`src/rtl/hdb3_rx_ctrl.sv`:
```
// Receive-side HDB3 line controller: sanitises symbols, checks coding rules,
// runs the LOS/ACQ/LOCK machine, flushes the decoder and times its valid strobe.
module hdb3_rx_ctrl #(
  parameter int LOS_ZEROS = 32,
  parameter int ACQ_MARKS = 16,
  parameter int ERR_WIN   = 256,
  parameter int ERR_MAX   = 8,
  parameter int CNT_W     = 16
) (
  input  logic             i_clk,
  input  logic             i_rst_n,
  input  logic [1:0]       i_hdb3_code,
  input  logic             i_cnt_clr,
  output logic [1:0]       o_hdb3_code,
  output logic             o_dec_rst_n,
  output logic             o_data_valid,
  output logic             o_los,
  output logic             o_lock,
  output logic             o_cv_pulse,
  output logic [CNT_W-1:0] o_cv_count
);

  localparam int ZR_W = $clog2(LOS_ZEROS + 1);
  localparam int MC_W = $clog2(ACQ_MARKS + 1);
  localparam int WC_W = $clog2(ERR_WIN);
  localparam int EC_W = $clog2(ERR_MAX + 1);

  localparam logic [1:0] ST_LOS  = 2'd0;
  localparam logic [1:0] ST_ACQ  = 2'd1;
  localparam logic [1:0] ST_LOCK = 2'd2;

  localparam logic [ZR_W-1:0]  ZR_SAT   = ZR_W'(LOS_ZEROS);
  localparam logic [ZR_W-1:0]  ZR_CV    = ZR_W'(4);
  localparam logic [MC_W-1:0]  MC_LAST  = MC_W'(ACQ_MARKS - 1);
  localparam logic [MC_W-1:0]  MC_ONE   = MC_W'(1);
  localparam logic [WC_W-1:0]  WC_LAST  = WC_W'(ERR_WIN - 1);
  localparam logic [EC_W-1:0]  EC_MAX   = EC_W'(ERR_MAX);
  localparam logic [CNT_W-1:0] CNT_SAT  = '1;
  localparam logic [CNT_W-1:0] CNT_ONE  = CNT_W'(1);

  logic [1:0]       state, state_nxt;
  logic [ZR_W-1:0]  zero_run, zero_run_nxt;
  logic [MC_W-1:0]  mark_cnt, mark_cnt_nxt;
  logic [WC_W-1:0]  win_cnt, win_cnt_nxt;
  logic [EC_W-1:0]  win_cv, win_cv_nxt, win_cv_base;
  logic             last_mark_pol, last_mark_nxt;
  logic             last_v_pol, last_v_nxt;
  logic             dec_rst_nxt;
  logic [4:0]       dv_sr;

  logic is_mark, illegal, mark_pol, is_v, run_cv, run_lost, cv;

  always_comb begin
    is_mark      = i_hdb3_code[1] ^ i_hdb3_code[0];
    illegal      = &i_hdb3_code;
    mark_pol     = i_hdb3_code[1];
    is_v         = is_mark && (mark_pol == last_mark_pol);
    zero_run_nxt = is_mark ? '0 : ((zero_run == ZR_SAT) ? zero_run : zero_run + 1'b1);
    // the run is flagged on the step into 4 only, so long runs count once
    run_cv       = !is_mark && (zero_run_nxt == ZR_CV) && (zero_run != ZR_CV);
    run_lost     = (zero_run_nxt == ZR_SAT);
    cv           = (state != ST_LOS) &&
                   (illegal || run_cv || (is_v && (mark_pol == last_v_pol)));
  end

  always_comb begin
    state_nxt     = state;
    mark_cnt_nxt  = mark_cnt;
    win_cnt_nxt   = win_cnt;
    win_cv_nxt    = win_cv;
    dec_rst_nxt   = 1'b1;
    last_mark_nxt = is_mark ? mark_pol : last_mark_pol;
    last_v_nxt    = is_v ? mark_pol : last_v_pol;
    win_cv_base   = (win_cnt == WC_LAST) ? '0 : win_cv;
    case (state)
      ST_LOS: begin
        if (is_mark) begin
          state_nxt    = ST_ACQ;
          mark_cnt_nxt = MC_ONE;
          last_v_nxt   = ~mark_pol;
          dec_rst_nxt  = 1'b0;
        end
      end
      ST_ACQ: begin
        if (run_lost) begin
          state_nxt = ST_LOS;
        end else if (cv) begin
          mark_cnt_nxt = '0;
        end else if (is_mark) begin
          mark_cnt_nxt = mark_cnt + 1'b1;
          if (mark_cnt == MC_LAST) begin
            state_nxt   = ST_LOCK;
            win_cnt_nxt = '0;
            win_cv_nxt  = '0;
          end
        end
      end
      ST_LOCK: begin
        win_cnt_nxt = (win_cnt == WC_LAST) ? '0 : win_cnt + 1'b1;
        win_cv_nxt  = win_cv_base + {{(EC_W-1){1'b0}}, cv};
        if (run_lost) begin
          state_nxt = ST_LOS;
        end else if (win_cv_nxt == EC_MAX) begin
          state_nxt    = ST_ACQ;
          mark_cnt_nxt = '0;
        end
      end
      default: state_nxt = ST_LOS;
    endcase
  end

  always_ff @(posedge i_clk or negedge i_rst_n) begin
    if (!i_rst_n) begin
      state         <= ST_LOS;
      zero_run      <= '0;
      mark_cnt      <= '0;
      win_cnt       <= '0;
      win_cv        <= '0;
      last_mark_pol <= 1'b0;
      last_v_pol    <= 1'b0;
      o_hdb3_code   <= 2'b00;
      o_dec_rst_n   <= 1'b0;
      o_cv_pulse    <= 1'b0;
      o_cv_count    <= '0;
      dv_sr         <= '0;
    end else begin
      state         <= state_nxt;
      zero_run      <= zero_run_nxt;
      mark_cnt      <= mark_cnt_nxt;
      win_cnt       <= win_cnt_nxt;
      win_cv        <= win_cv_nxt;
      last_mark_pol <= last_mark_nxt;
      last_v_pol    <= last_v_nxt;
      o_hdb3_code   <= illegal ? 2'b00 : i_hdb3_code;
      o_dec_rst_n   <= dec_rst_nxt;
      o_cv_pulse    <= cv;
      if (i_cnt_clr)
        o_cv_count <= cv ? CNT_ONE : '0;
      else if (cv && (o_cv_count != CNT_SAT))
        o_cv_count <= o_cv_count + 1'b1;
      // the lock flop lines up with o_hdb3_code, so five more stages meet the decoder bit
      if (!dec_rst_nxt || !o_dec_rst_n)
        dv_sr <= '0;
      else
        dv_sr <= {dv_sr[3:0], (state == ST_LOCK)};
    end
  end

  assign o_los        = (state == ST_LOS);
  assign o_lock       = (state == ST_LOCK);
  assign o_data_valid = dv_sr[4];

endmodule

```
`config.mk`:
```
export PLATFORM = sky130hd
export DESIGN_NAME = hdb3_rx_ctrl
export DESIGN_NICKNAME = d
export VERILOG_FILES = /design/src/rtl/hdb3_rx_ctrl.sv
export SDC_FILE = /design/constraint.sdc
export NUM_CORES = 1
export LEC_CHECK = 0
export CORE_ASPECT_RATIO = 2
export CORE_MARGIN = 4
export CORE_UTILIZATION = 25
export CTS_CLUSTER_SIZE = 8
export DETAILED_ROUTE_END_ITERATION = 7
export RECOVER_POWER = 25
export SLEW_MARGIN = 20
export SYNTH_ARGS = -nofsm -noshare
export SYNTH_HDL_FRONTEND = slang
export SYNTH_SLANG_ARGS = --single-unit
```
`constraint.sdc`:
```
create_clock -name i_clk -period 3.3 [get_ports i_clk]
set_input_delay 0.33 -clock i_clk [delete_from_list [all_inputs] [get_ports i_clk]]
set_output_delay 0.33 -clock i_clk [all_outputs]
set_load 0.005 [all_outputs]
```
After elaboration in Yosys (flattened, before gate mapping)
Index checks and enable logic that the tools add are counted.
{ "classes": {"add_sub_neg": 5, "eq_ne": 24, "n_mux": 39, "bitwise": 2, "reduce_logical": 21} }
{ "ops": {"columns": ["op", "n"], "rows": [
  ["$mux W8", 5],
  ["$mux W5", 7],
  ["$mux W16", 2],
  ["$mux W4", 5],
  ["$add A16 B1 Y16 const B", 1],
  ["$mux W2", 8],
  ["$ne A16 B16 Y1 const B", 1],
  ["$pmux W8 S2", 1],
  ["$pmux W5 S3", 1],
  ["$eq A6 B6 Y1 const B", 2],
  ["$mux W6", 2],
  ["$ne A3 B3 Y1 const B", 4],
  ["$ne A2 B2 Y1 const B", 5],
  ["$reduce_and A5 Y1", 2],
  ["$add A8 B1 Y8 const B", 1],
  ["$eq A8 B8 Y1 const B", 1],
  ["$pmux W4 S2", 1],
  ["$add A6 B1 Y6 const B", 1],
  ["$eq A6 B3 Y1 const B", 1],
  ["$logic_and A1 B1 Y1", 6],
  ["$mux W1", 6],
  ["$ne A6 B3 Y1 const B", 1],
  ["$pmux W2 S3", 1],
  ["$reduce_and A6 Y1", 1],
  ["other kinds (17)", 25]
]} }
{ "word_totals": {"register_bits": 52, "inputBits": 5, "output_inout_bits": 23, "wordCells": 103} }

Longest topological paths before layout
Gate-level depths: netlist (run 1).
{ "depth": {"word_depth": 14, "ltp_mapped": 17, "depth_no_buf": 15} }

Worst setup path after synthesis (run 1)
No wires, ideal clock.
{ "synth_path": {"path_type": "register to register", "startpoint": "register zero_run[0]", "endpoint": "register mark_cnt[1]", "t_arrival_ns": 3.441, "required_time_ns": 3.174, "slack_ns": -0.268, "stages_incl_launch_ff": 16, "synth_period_minus_slack_ns": 3.568, "path_cell_list": "dfrtp_1 -> inv_1 -> ha_1 -> nand2b_1 -> a2111o_1 -> o32a_1 -> buf_2 -> inv_1 -> ha_1 -> ha_1 -> nor2_1 -> nand3_1 -> o31a_1 -> a211o_1 -> a21o_1 -> a221o_1"} }
{ "synth_via": {"elab_chain_len": 13} }
{ "synth_rtl": {"columns": ["item", "line", "source"], "rows": [
  ["start: declaration", "42", "logic [ZR_W-1:0] zero_run, zero_run_nxt;"],
  ["start signal: assignment", "128", "zero_run <= zero_run_nxt;"],
  ["$add A6 B1 Y6 / $eq A6 B6 Y1 (equally long branches)", "58", "zero_run_nxt = is_mark ? '0 : ((zero_run == ZR_SAT) ? zero_run : zero_run + 1'b1);"],
  ["$mux W6 (2 in a row)", "58", null],
  ["$eq A6 B3 Y1", "60", "run_cv = !is_mark && (zero_run_nxt == ZR_CV) && (zero_run != ZR_CV);"],
  ["$logic_and A1 B1 Y1", "60", null],
  ["$logic_and A1 B1 Y1 (*)", "60", null],
  ["$logic_or A1 B1 Y1 (*) (2 in a row)", "63", "(illegal || run_cv || (is_v && (mark_pol == last_v_pol)));"],
  ["$logic_and A1 B1 Y1 (*)", "62", "cv = (state != ST_LOS) &&"],
  ["named net cv", "51", "logic is_mark, illegal, mark_pol, is_v, run_cv, run_lost, cv;"],
  ["$add A4 B1 Y4", "100", "win_cv_nxt = win_cv_base + {{(EC_W-1){1'b0}}, cv};"],
  ["$eq A4 B4 Y1", "103", "end else if (win_cv_nxt == EC_MAX) begin"],
  ["$ne A2 B1 Y1 (no source line)", null, null],
  ["$reduce_and A6 Y1 (no source line)", null, null],
  ["end signal: assignment", "129", "mark_cnt <= mark_cnt_nxt;"],
  ["end: declaration", "43", "logic [MC_W-1:0] mark_cnt, mark_cnt_nxt;"]
]} }
Mark *: on every way through the listed nets, which the timed path passes. The rest lies on a longest branch. The select of a mux whose other input is x is not followed.
A chain may end at the register's enable or synchronous reset.

Worst setup path after layout (run 1)
{ "layout_path": {"startpoint": "register zero_run[1]", "endpoint": "register mark_cnt[1]"} }
The elaborated chain is that of the path after synthesis.

==> flow_summary_export.csv, run 1 <==
group,metric,value,unit
timing,maxSlewHeadroom,-0.162,
run,drv_cap,1,
floorplan,core,0.0118,mm2
critical_path,cp-end-kind,"flop",
worst_hold_path,hold_class,"primary input to flop",
logic_synthesis,synth-seq-cells,52,
logic_synthesis,yosys.area.top_type,"dfrtp_1",
logic_synthesis,yosys_most_used_dff,"dfrtp_1",
logic_synthesis,syn-num-nets,352,
run_status,violations,"capacitance limit, slew limit",
clock_tree,numCtsBuffers,5,
critical_path,slowest_delay,0.43,ns
logic_synthesis,synth_edf_count,0,
timing,setup_viol,0,
floorplan,initial_core_util,0.257,
layout,seqCellArea,0.00130,mm2
clock_tree,clk-insertion-delay-late,0.30,ns
grt,use_met3,0.0126,
logic_synthesis,synth_area_leaders,"dfrtp_1 43%, ha_1 6.2%, a21oi_1 4.9%",
layout,n_fill_cell,1214,
timing,period_minus_slack,3.27,ns
floorplan,die_area,0.0141,mm2
critical_path,critPathKind,"flop to flop",
grt,grt_pass1_wl,13.1,mm
timing,rsz0062_at_grt,"yes",
timing,hold-worst-slack,0.470,ns
clock_tree,clkTransAtPathRegs,0.07,ns
timing,final.period_utilization,0.992,
critical_path,critPathMaxFanout,4,
grt,antenna_found_initial,0,
detailed_routing,wl_per_cell,14.8,um
floorplan,die_x,86.1,um
logic_synthesis,synth_top_area_frac,0.427,
grt,grt_use_met1,0.119,
logic_synthesis,synthCells,332,
layout,fin_cells,523,
logic_synthesis,synth_warnings,0,
critical_path,crit_path_start_kind,"flop",
placed_design,place.detailed.instances,512,
logic_synthesis,mappedNetlistArea,0.00305,mm2
layout,drive_gt1_frac,0.164,
clock_tree,clock_sinks,52,
timing,fin_ws,0.0258,ns
critical_path,slowest_stage,"o32a_1",
critical_path,crit_required,3.47,ns
clock_tree,tritoncts,"done",
detailed_routing,first_pass_iters,4,
power_and_ir_drop,power.total,1.91,mW
grt,busiest_layer,"met2",
timing,fin_skew,0.00927,ns
grt,grt_pass1_vias,2694,
run_status,status,"finished, violations left",
placed_design,io_buffers,27,
floorplan,rows,56,
power_and_ir_drop,p_leak,1.60,nW
logic_synthesis,avgSynthCellArea,9.18,um2
critical_path,worst_ep_arrival_time,3.45,ns
timing,fmax,305,MHz
critical_path,cpMostUsedCell,"ha_4",
detailed_routing,avgViaCountPerCell,5.21,
layout,antenna_cells,0,
clock_tree,clockBufferDepth,2,
logic_synthesis,async_flop_share,1.00,
power_and_ir_drop,powerDensity,493,mW/mm2
logic_synthesis,yosysSeqAreaShare,0.427,
detailed_routing,drtIter0Drc,178,
timing,worstMarginPinSlew,1.74,ns
grt,gr-usage-all-layers,0.115,
detailed_routing,drcViolationCount,0,
placed_design,hpwl,5.72,mm
timing,hold_viol,0,
grt,grt_max_degree,31,
placed_design,gp_congestion,0.870,
power_and_ir_drop,peakVddDrop,0.244,mV
layout,syn_to_final_growth,27.3,%
detailed_routing,wl,7.73,mm
placed_design,pre_cts_slack,-0.471,ns
detailed_routing,drtAntennaViolNets,0,
grt,grt_remaining_overflow,0,
layout,multi_input_area,0.00172,mm2
logic_synthesis,synth_cell_type_count,56,
floorplan,die_y,164,um
detailed_routing,via_count,2723,
layout,layout.nets,397,
grt,use_met2,0.220,
clock_tree,ctsRootBufferMaster,"clkbuf_16",
clock_tree,cts.htree.levels,2,
timing,maxSlewViolCount,31,
critical_path,crit_chain,"inv_2, ha_4, nor3b_4, a2111o_1, o32a_1, clkinv_4, ha_4, ha_4, nor2_2, nand3_1, o31a_1, a211o_1, a21o_1, a221o_1",
timing,setup_tns,0,ns
floorplan,ioPinCount,28,
## per-layer routing
layer,wire length [um],up-vias,share of wire
met5,0,-,0
met3,152,8,0.020
met4,192,0,0.025
met1,2900,1356,0.37
met2,4490,34,0.58
li1,-,1325,-
## cells by family (layout without fill, tap and decap cells)
family | count (synthesis) | count (layout) | share of synthesized area
XOR/XNOR | 5 | 5 | 0.0144
multiplexers | 5 | 5 | 0.0177
adder cells (fa/ha/maj) | 15 | 15 | 0.0616
buffers and inverters | 31 | 77 | 0.0415
flip-flops | 52 | 52 | 0.427
AND/OR/NAND/NOR | 139 | 139 | 0.249
AO/OA/AOI/OAI | 85 | 85 | 0.189
## repair_timing
item | CTS | global route
endpoints found under the hold margin | 0 | 0
resized for setup | 13 | 4
pin swaps | 5 | 5
buffers inserted | 1 | 2
hold buffers | 0 | 0
setup endpoints to repair | 6 | 6
## cells in the final DEF (no fill, tap or decap), drive strengths merged, types with 5 or more instances in the layout
master and n:
or4 10, nand4 6, o31ai 11, nor2 17, a21oi 30, and4 5
and2 7, ha 15, nor2b 6, buf 26, nor3 11, and3 10
nand2 30, clkdlybuf4s50 24, nand3 16, inv 16, dfrtp 52, clkbuf 7
o21ai 12, a22o 5
## report_power, final
group | internal [mW] | switching (mW) | total [mW]
clock | 0.287 | 0.253 | 0.540
combinational | 0.268 | 0.328 | 0.596
sequential | 0.698 | 0.0780 | 0.776
## final cells by class
| type | count | share of cell area |
|---|---|---|
| Timing Repair Buffer | 54 | 0.119 |
| Inverter | 15 | 0.0158 |
| Clock inverter | 3 | 0.00645 |
| Clock buffer | 5 | 0.0323 |
| Tap cell | 145 | 0.0468 |
| Multi-Input combinational cell | 249 | 0.445 |
| Sequential cell | 52 | 0.335 |
## final timing paths
check,startpoint,to,slack (ns),cells past startpoint
min in group asynchronous,i_rst_n,o_cv_count[10],0.48,1
worst max-delay path,zero_run[1],mark_cnt[1],0.03,14
worst max register to register,zero_run[1],mark_cnt[1],0.03,14
max in group asynchronous,i_rst_n,win_cnt[0],1.80,1
worst min-delay path,i_hdb3_code[1],o_hdb3_code[1],0.47,2
worst min register to register,dv_sr[2],dv_sr[3],0.49,1
## Yosys cell counts (10+ instances only)
library cell  number
ha_1              15
o31ai_1           11
nor3_1            11
nand2_1           30
nor2_1            17
or4_1             10
nand3_1           16
o21ai_0           11
clkbuf_1          12
and3_1            10
inv_1             15
dfrtp_1           52
a21oi_1           30
## per-stage QoR
stage                     area [um2]  utilization
after floorplan                 3100            -
after global placement          3650        0.309
after detailed placement        3650        0.309
after CTS                       3860        0.326
after global routing            3880        0.328
final                           3880        0.328
## flip-flops by register name (all words and copies together), names as in the netlist, named ones only
register	flops
o_dec_rst_n	1
o_hdb3_code	2
mark_cnt	5
dv_sr	5
win_cv	4
last_mark_pol	1
o_cv_pulse	1
state	2
zero_run	6
o_cv_count	16
win_cnt	8
## critical path: cells and delay by family (launching register included)
family / cells / cell delay, ns
DFF: 1 / 0.40
adders and majority gates: 3 / 0.49
AOI/OAI and AO/OA: 6 / 1.84
and+or+nand+nor: 3 / 0.28
buffers and inverters: 2 / 0.14
Power figures use the tool's default switching activity.
==> run 2: changes to the inputs <==
CELL_PAD_IN_SITES_DETAIL_PLACEMENT = 0   (was default)
CELL_PAD_IN_SITES_GLOBAL_PLACEMENT = 1   (was default)
PLACE_DENSITY_LB_ADDON = 0.1   (was default)
SETUP_SLACK_MARGIN = 0.1   (was default)
==> flow_summary_export.csv, run 2 (synthesis results as in run 1) <==
group,metric,value,unit
run_status,status,"finished, violations left",
run_status,violations,"capacitance limit",
clock_tree,numCtsBuffers,5,
critical_path,critPathKind,"flop to flop",
clock_tree,cts.htree.levels,2,
placed_design,gp_congestion,0.754,
critical_path,r2r_start,"zero_run[0]",
clock_tree,clk-insertion-delay-late,0.29,ns
worst_hold_path,hold_class,"primary input to async pin",
layout,largestRegisters,"o_cv_count x16, win_cnt x8, zero_run x6",
layout,final_core_util,0.335,
timing,maxSlewHeadroom,0.00818,
placed_design,place_area,0.00371,mm2
detailed_routing,first_pass_iters,4,
power_and_ir_drop,p_clk_frac,0.282,
grt,gr-usage-all-layers,0.131,
critical_path,r2r_setup_slack,0.02,ns
floorplan,core,0.0118,mm2
power_and_ir_drop,power.internal,1.29,mW
layout,largest_reg_flops,16,
critical_path,rr_worst_depth,14,
timing,rsz0062_at_grt,"yes",
layout,final_common_cell,"dfrtp_1",
floorplan,rows,56,
critical_path,slowest_stage,"dfrtp_1",
grt,grt_remaining_overflow,0,
clock_tree,hold_buffers,0,
floorplan,initial_core_util,0.257,
power_and_ir_drop,pwr-share-seq,0.394,
critical_path,critPathMaxFanout,3,
floorplan,die_y,164,um
floorplan,die_area,0.0141,mm2
layout,layout_common_cells,"52 x dfrtp_1, 33 x buf_4, 30 x nand2_1, 29 x a21oi_1, 24 x clkdlybuf4s50_1",
grt,grt_max_degree,30,
placed_design,io_buffers,27,
run,drv_cap,1,
grt,grt_pass1_vias,2951,
power_and_ir_drop,power.total,1.96,mW
layout,seqCellArea,0.00130,mm2
grt,grt_pass1_wl,14.7,mm
layout,layout.nets,406,
detailed_routing,via_count,2726,
floorplan,ioPinCount,28,
timing,fin_skew,0.00555,ns
layout,fin_area,0.00396,mm2
layout,antenna_cells,0,
critical_path,timing.rr.end,"mark_cnt[1]",
detailed_routing,drcViolationCount,0,
layout,drive_gt1_frac,0.176,
timing,hold_viol,0,
critical_path,slowest_delay,0.42,ns
layout,multi_input_area,0.00174,mm2
power_and_ir_drop,p_leak,1.67,nW
layout,largest-register,"o_cv_count",
clock_tree,tritoncts,"done",
detailed_routing,drtAntennaViolNets,0,
detailed_routing,wl,8.79,mm
layout,n_fill_cell,1224,
timing,fmax,305,MHz
timing,worstMarginPinSlew,1.49,ns
placed_design,hpwl,6.65,mm
critical_path,cpMostUsedCell,"ha_4",
power_and_ir_drop,power_switching,0.672,mW
clock_tree,clock_sinks,52,
clock_tree,ctsRootBufferMaster,"clkbuf_16",
timing,period_minus_slack,3.28,ns
detailed_routing,wl_per_cell,16.5,um
detailed_routing,avgViaCountPerCell,5.12,
clock_tree,clockBufferDepth,2,
critical_path,crit_path_start_kind,"flop",
layout,syn_to_final_growth,30.1,%
critical_path,cp-end-kind,"flop",
power_and_ir_drop,power_frac_comb,0.324,
timing,maxSlewViolCount,0,
detailed_routing,drtIter0Drc,65,
floorplan,die_x,86.1,um
power_and_ir_drop,powerDensity,494,mW/mm2
critical_path,crit_chain,"inv_2, ha_4, nand2b_4, a2111o_1, o32a_1, clkinv_4, ha_4, ha_4, nor2_2, nand3_1, o31a_1, a211o_1, a21o_1, a221o_1",
timing,setup_tns,0,ns
timing,setup_viol,0,
critical_path,worst_ep_arrival_time,3.45,ns
grt,antenna_found_initial,0,
critical_path,crit_required,3.48,ns
power_and_ir_drop,peakVddDrop,0.289,mV
clock_tree,clkTransAtPathRegs,0.07,ns
power_and_ir_drop,swShare,0.343,
timing,final.period_utilization,0.993,
## run 2: worst max path at each step
stage | startpoint | endpoint | cells after the start | slack, ns
3_5_place_dp | i_hdb3_code[0] | mark_cnt[4] | 18 | -0.51
4_1_cts | zero_run[0] | mark_cnt[3] | 16 | -0.06
3_3_place_gp | i_hdb3_code[0] | mark_cnt[4] | 18 | -0.47
2_1_floorplan | zero_run[0] | mark_cnt[1] | 15 | -0.05
5_1_grt | zero_run[0] | mark_cnt[1] | 14 | -0.15
6_report | zero_run[0] | mark_cnt[1] | 14 | 0.02
## run 2: worst max-delay path, delay by kind of cell (launching register included)
family,cells,cell delay (ns)
simple gates,3,0.27
fa+ha+maj,3,0.51
flops,1,0.42
buf+inv,2,0.17
compound gates,6,1.78
## run 2: area by class of cell
| class | count | share of cell area |
|---|---|---|
| clock buffer | 6 | 0.0350 |
| clock inverter | 2 | 0.00347 |
| inverter | 15 | 0.0155 |
| multi-input combinational | 249 | 0.439 |
| sequential | 52 | 0.328 |
| tap | 145 | 0.0458 |
| timing repair buffer | 63 | 0.133 |
## run 2: per-stage QoR
step           hold slack, ns  worst slack (ns)  cells
2_1_floorplan          0.0344           -0.0460    332
3_3_place_gp            0.403            -0.472    519
3_5_place_dp            0.404            -0.511    519
4_1_cts                0.0821           -0.0631    532
5_1_grt                 0.467            -0.152    532
6_report                0.383            0.0239    532
## run 2: repair_timing
action	4_1_cts	5_1_grt
setup buffers	5	0
resized for setup	15	4
pin swaps	8	5
setup endpoints to repair	7	7
cloned	0	0
## run 2: metal layers
layer,global-route usage,wire (um)
met3,0.0151,176
met5,0,0
met4,0.0548,269
met2,0.259,4970
met1,0.135,3370
## run 2: power groups by stage
| stage | registers (mW) | clock network, mW | logic [mW] |
|---|---|---|---|
| 2_1_floorplan | 0.759 | 0 | 0.382 |
| 3_3_place_gp | 0.784 | 0 | 0.624 |
| 3_5_place_dp | 0.784 | 0 | 0.614 |
| 4_1_cts | 0.772 | 0.585 | 0.642 |
| 5_1_grt | 0.785 | 0.603 | 0.710 |
| 6_report | 0.771 | 0.552 | 0.634 |
==> run 3: changes to the inputs <==
DONT_BUFFER_PORTS = 1   (was default)
SLEW_MARGIN = default   (was 20)
==> flow_summary_export.csv, run 3 (synthesis results as in run 1) <==
group,metric,value,unit
floorplan,core,0.0118,mm2
detailed_routing,wl,9.22,mm
worst_hold_path,hp-start,"i_cnt_clr",
detailed_routing,drtAntennaViolNets,0,
clock_tree,clkTransAtPathRegs,0.07,ns
grt,grt_remaining_overflow,0,
critical_path,timing.rr.end,"mark_cnt[1]",
floorplan,rows,56,
grt,use_met3,0.0206,
power_and_ir_drop,p_leak,1.50,nW
placed_design,io_buffers,0,
run_status,status,"complete, no violations",
clock_tree,numCtsBuffers,5,
detailed_routing,drtIter0Drc,99,
layout,layout_common_cells,"51 x dfrtp_1, 30 x nand2_1, 29 x a21oi_1, 21 x buf_4",
layout,syn_to_final_growth,18.1,%
layout,antenna_cells,0,
clock_tree,tritoncts,"done",
power_and_ir_drop,powerDensity,526,mW/mm2
layout,largest-register,"o_cv_count",
floorplan,ioPinCount,28,
critical_path,r2r_setup_slack,0.06,ns
grt,antenna_found_initial,0,
detailed_routing,avgViaCountPerCell,5.35,
clock_tree,cts.htree.levels,2,
layout,final_core_util,0.304,
clock_tree,clockBufferDepth,2,
critical_path,critPathMaxFanout,3,
layout,fin_area,0.00360,mm2
critical_path,r2r_start,"zero_run[0]",
critical_path,critPathKind,"flop to flop",
timing,fin_ws,0.0572,ns
timing,final.period_utilization,0.983,
grt,busiest_layer,"met2",
placed_design,hpwl,6.78,mm
detailed_routing,drcViolationCount,0,
placed_design,place_area,0.00334,mm2
worst_hold_path,holdPathStages,1,
layout,largest_reg_flops,16,
critical_path,crit_required,3.48,ns
timing,worstMarginPinSlew,1.43,ns
run,drv_cap,0,
timing,period_minus_slack,3.24,ns
timing,fin_skew,0.00440,ns
floorplan,die_x,86.1,um
grt,grt_max_degree,53,
timing,rsz0062_at_grt,"yes",
layout,n_fill_cell,1237,
timing,fmax,308,MHz
detailed_routing,wl_per_cell,18.7,um
clock_tree,ctsRootBufferMaster,"clkbuf_16",
power_and_ir_drop,peakVddDrop,0.255,mV
critical_path,rr_worst_depth,14,
floorplan,die_y,164,um
clock_tree,clk-insertion-delay-late,0.29,ns
grt,gr-usage-all-layers,0.138,
floorplan,initial_core_util,0.257,
floorplan,die_area,0.0141,mm2
detailed_routing,via_count,2631,
timing,hold-worst-slack,0.0897,ns
critical_path,startpoint,"zero_run[0]",
grt,grt_use_met1,0.138,
layout,layout.nets,367,
layout,drive_gt1_frac,0.161,
placed_design,pre_cts_slack,-0.0370,ns
clock_tree,clock_sinks,52,
grt,use_met2,0.274,
grt,grt_pass1_wl,15.0,mm
worst_hold_path,hold_class,"primary input to flop",
grt,grt_pass1_vias,2662,
timing,maxSlewViolCount,0,
timing,maxSlewHeadroom,0.0454,
power_and_ir_drop,power.total,1.89,mW
critical_path,worst_ep_arrival_time,3.42,ns
timing,setup_viol,0,
critical_path,cp-end-kind,"flop",
critical_path,crit_path_start_kind,"flop",
timing,hold_viol,0,
layout,final_common_cell,"dfrtp_1",
placed_design,gp_congestion,0.763,
detailed_routing,first_pass_iters,4,
worst_hold_path,min_to,"o_cv_count[13]",
layout,largestRegisters,"o_cv_count x16, win_cnt x8, zero_run x6",
## run 3: what timing repair did
| action | 4_1_cts | 5_1_grt |
|---|---|---|
| pin swaps | 4 | 5 |
| hold endpoints to repair | 52 | 0 |
| hold buffers | 2 | 0 |
| resized for setup | 6 | 13 |
| setup buffers | 4 | 1 |
| endpoints found under the setup margin | 6 | 7 |
## run 3: routing by layer
layer | share of wire | wire length [um]
met1 | 0.35 | 3180
met2 | 0.58 | 5330
met3 | 0.040 | 372
met4 | 0.036 | 333
met5 | 0 | 0
## run 3: area by class of cell
class	instances	area [um2]	area share
clock buffer	6	129	0.0358
clock inverter	1	5.00	0.00139
inverter	15	61.3	0.0170
multi-input combinational	249	1730	0.482
sequential	52	1300	0.362
tap	145	181	0.0504
timing repair buffer	24	184	0.0511
## run 3: worst max-delay path: stages (launching register included)
cell and delay [ns]:
dfrtp_1 0.41, inv_2 0.09, ha_4 0.19, nand2b_4 0.14, a2111o_1 0.34, o32a_1 0.41
clkinv_4 0.07, ha_4 0.13, ha_4 0.20, nor2_4 0.08, nand3_2 0.06, o31a_1 0.25
a211o_1 0.27, a21o_1 0.20, a221o_1 0.30
## run 3: power by group
group	internal, mW	total [mW]	switching (mW)
clock	0.277	0.522	0.244
combinational	0.241	0.592	0.352
sequential	0.698	0.780	0.0820
total	1.22	1.89	0.678
## run 3: per-stage QoR
| step | instances | TNS [ns] |
|---|---|---|
| 6_report | 492 | 0 |
| 5_1_grt | 492 | -0.153 |
| 4_1_cts | 491 | 0 |
| 3_5_place_dp | 478 | -0.0874 |
| 3_3_place_gp | 478 | -0.0533 |
| 2_1_floorplan | 332 | -0.0871 |
## run 3: worst max path at each step
stage                  end  depth (start not counted)
6_report       mark_cnt[1]                         14
2_1_floorplan  mark_cnt[1]                         15
3_5_place_dp   mark_cnt[4]                         15
5_1_grt        mark_cnt[1]                         13
4_1_cts        mark_cnt[1]                         14
3_3_place_gp   mark_cnt[1]                         16
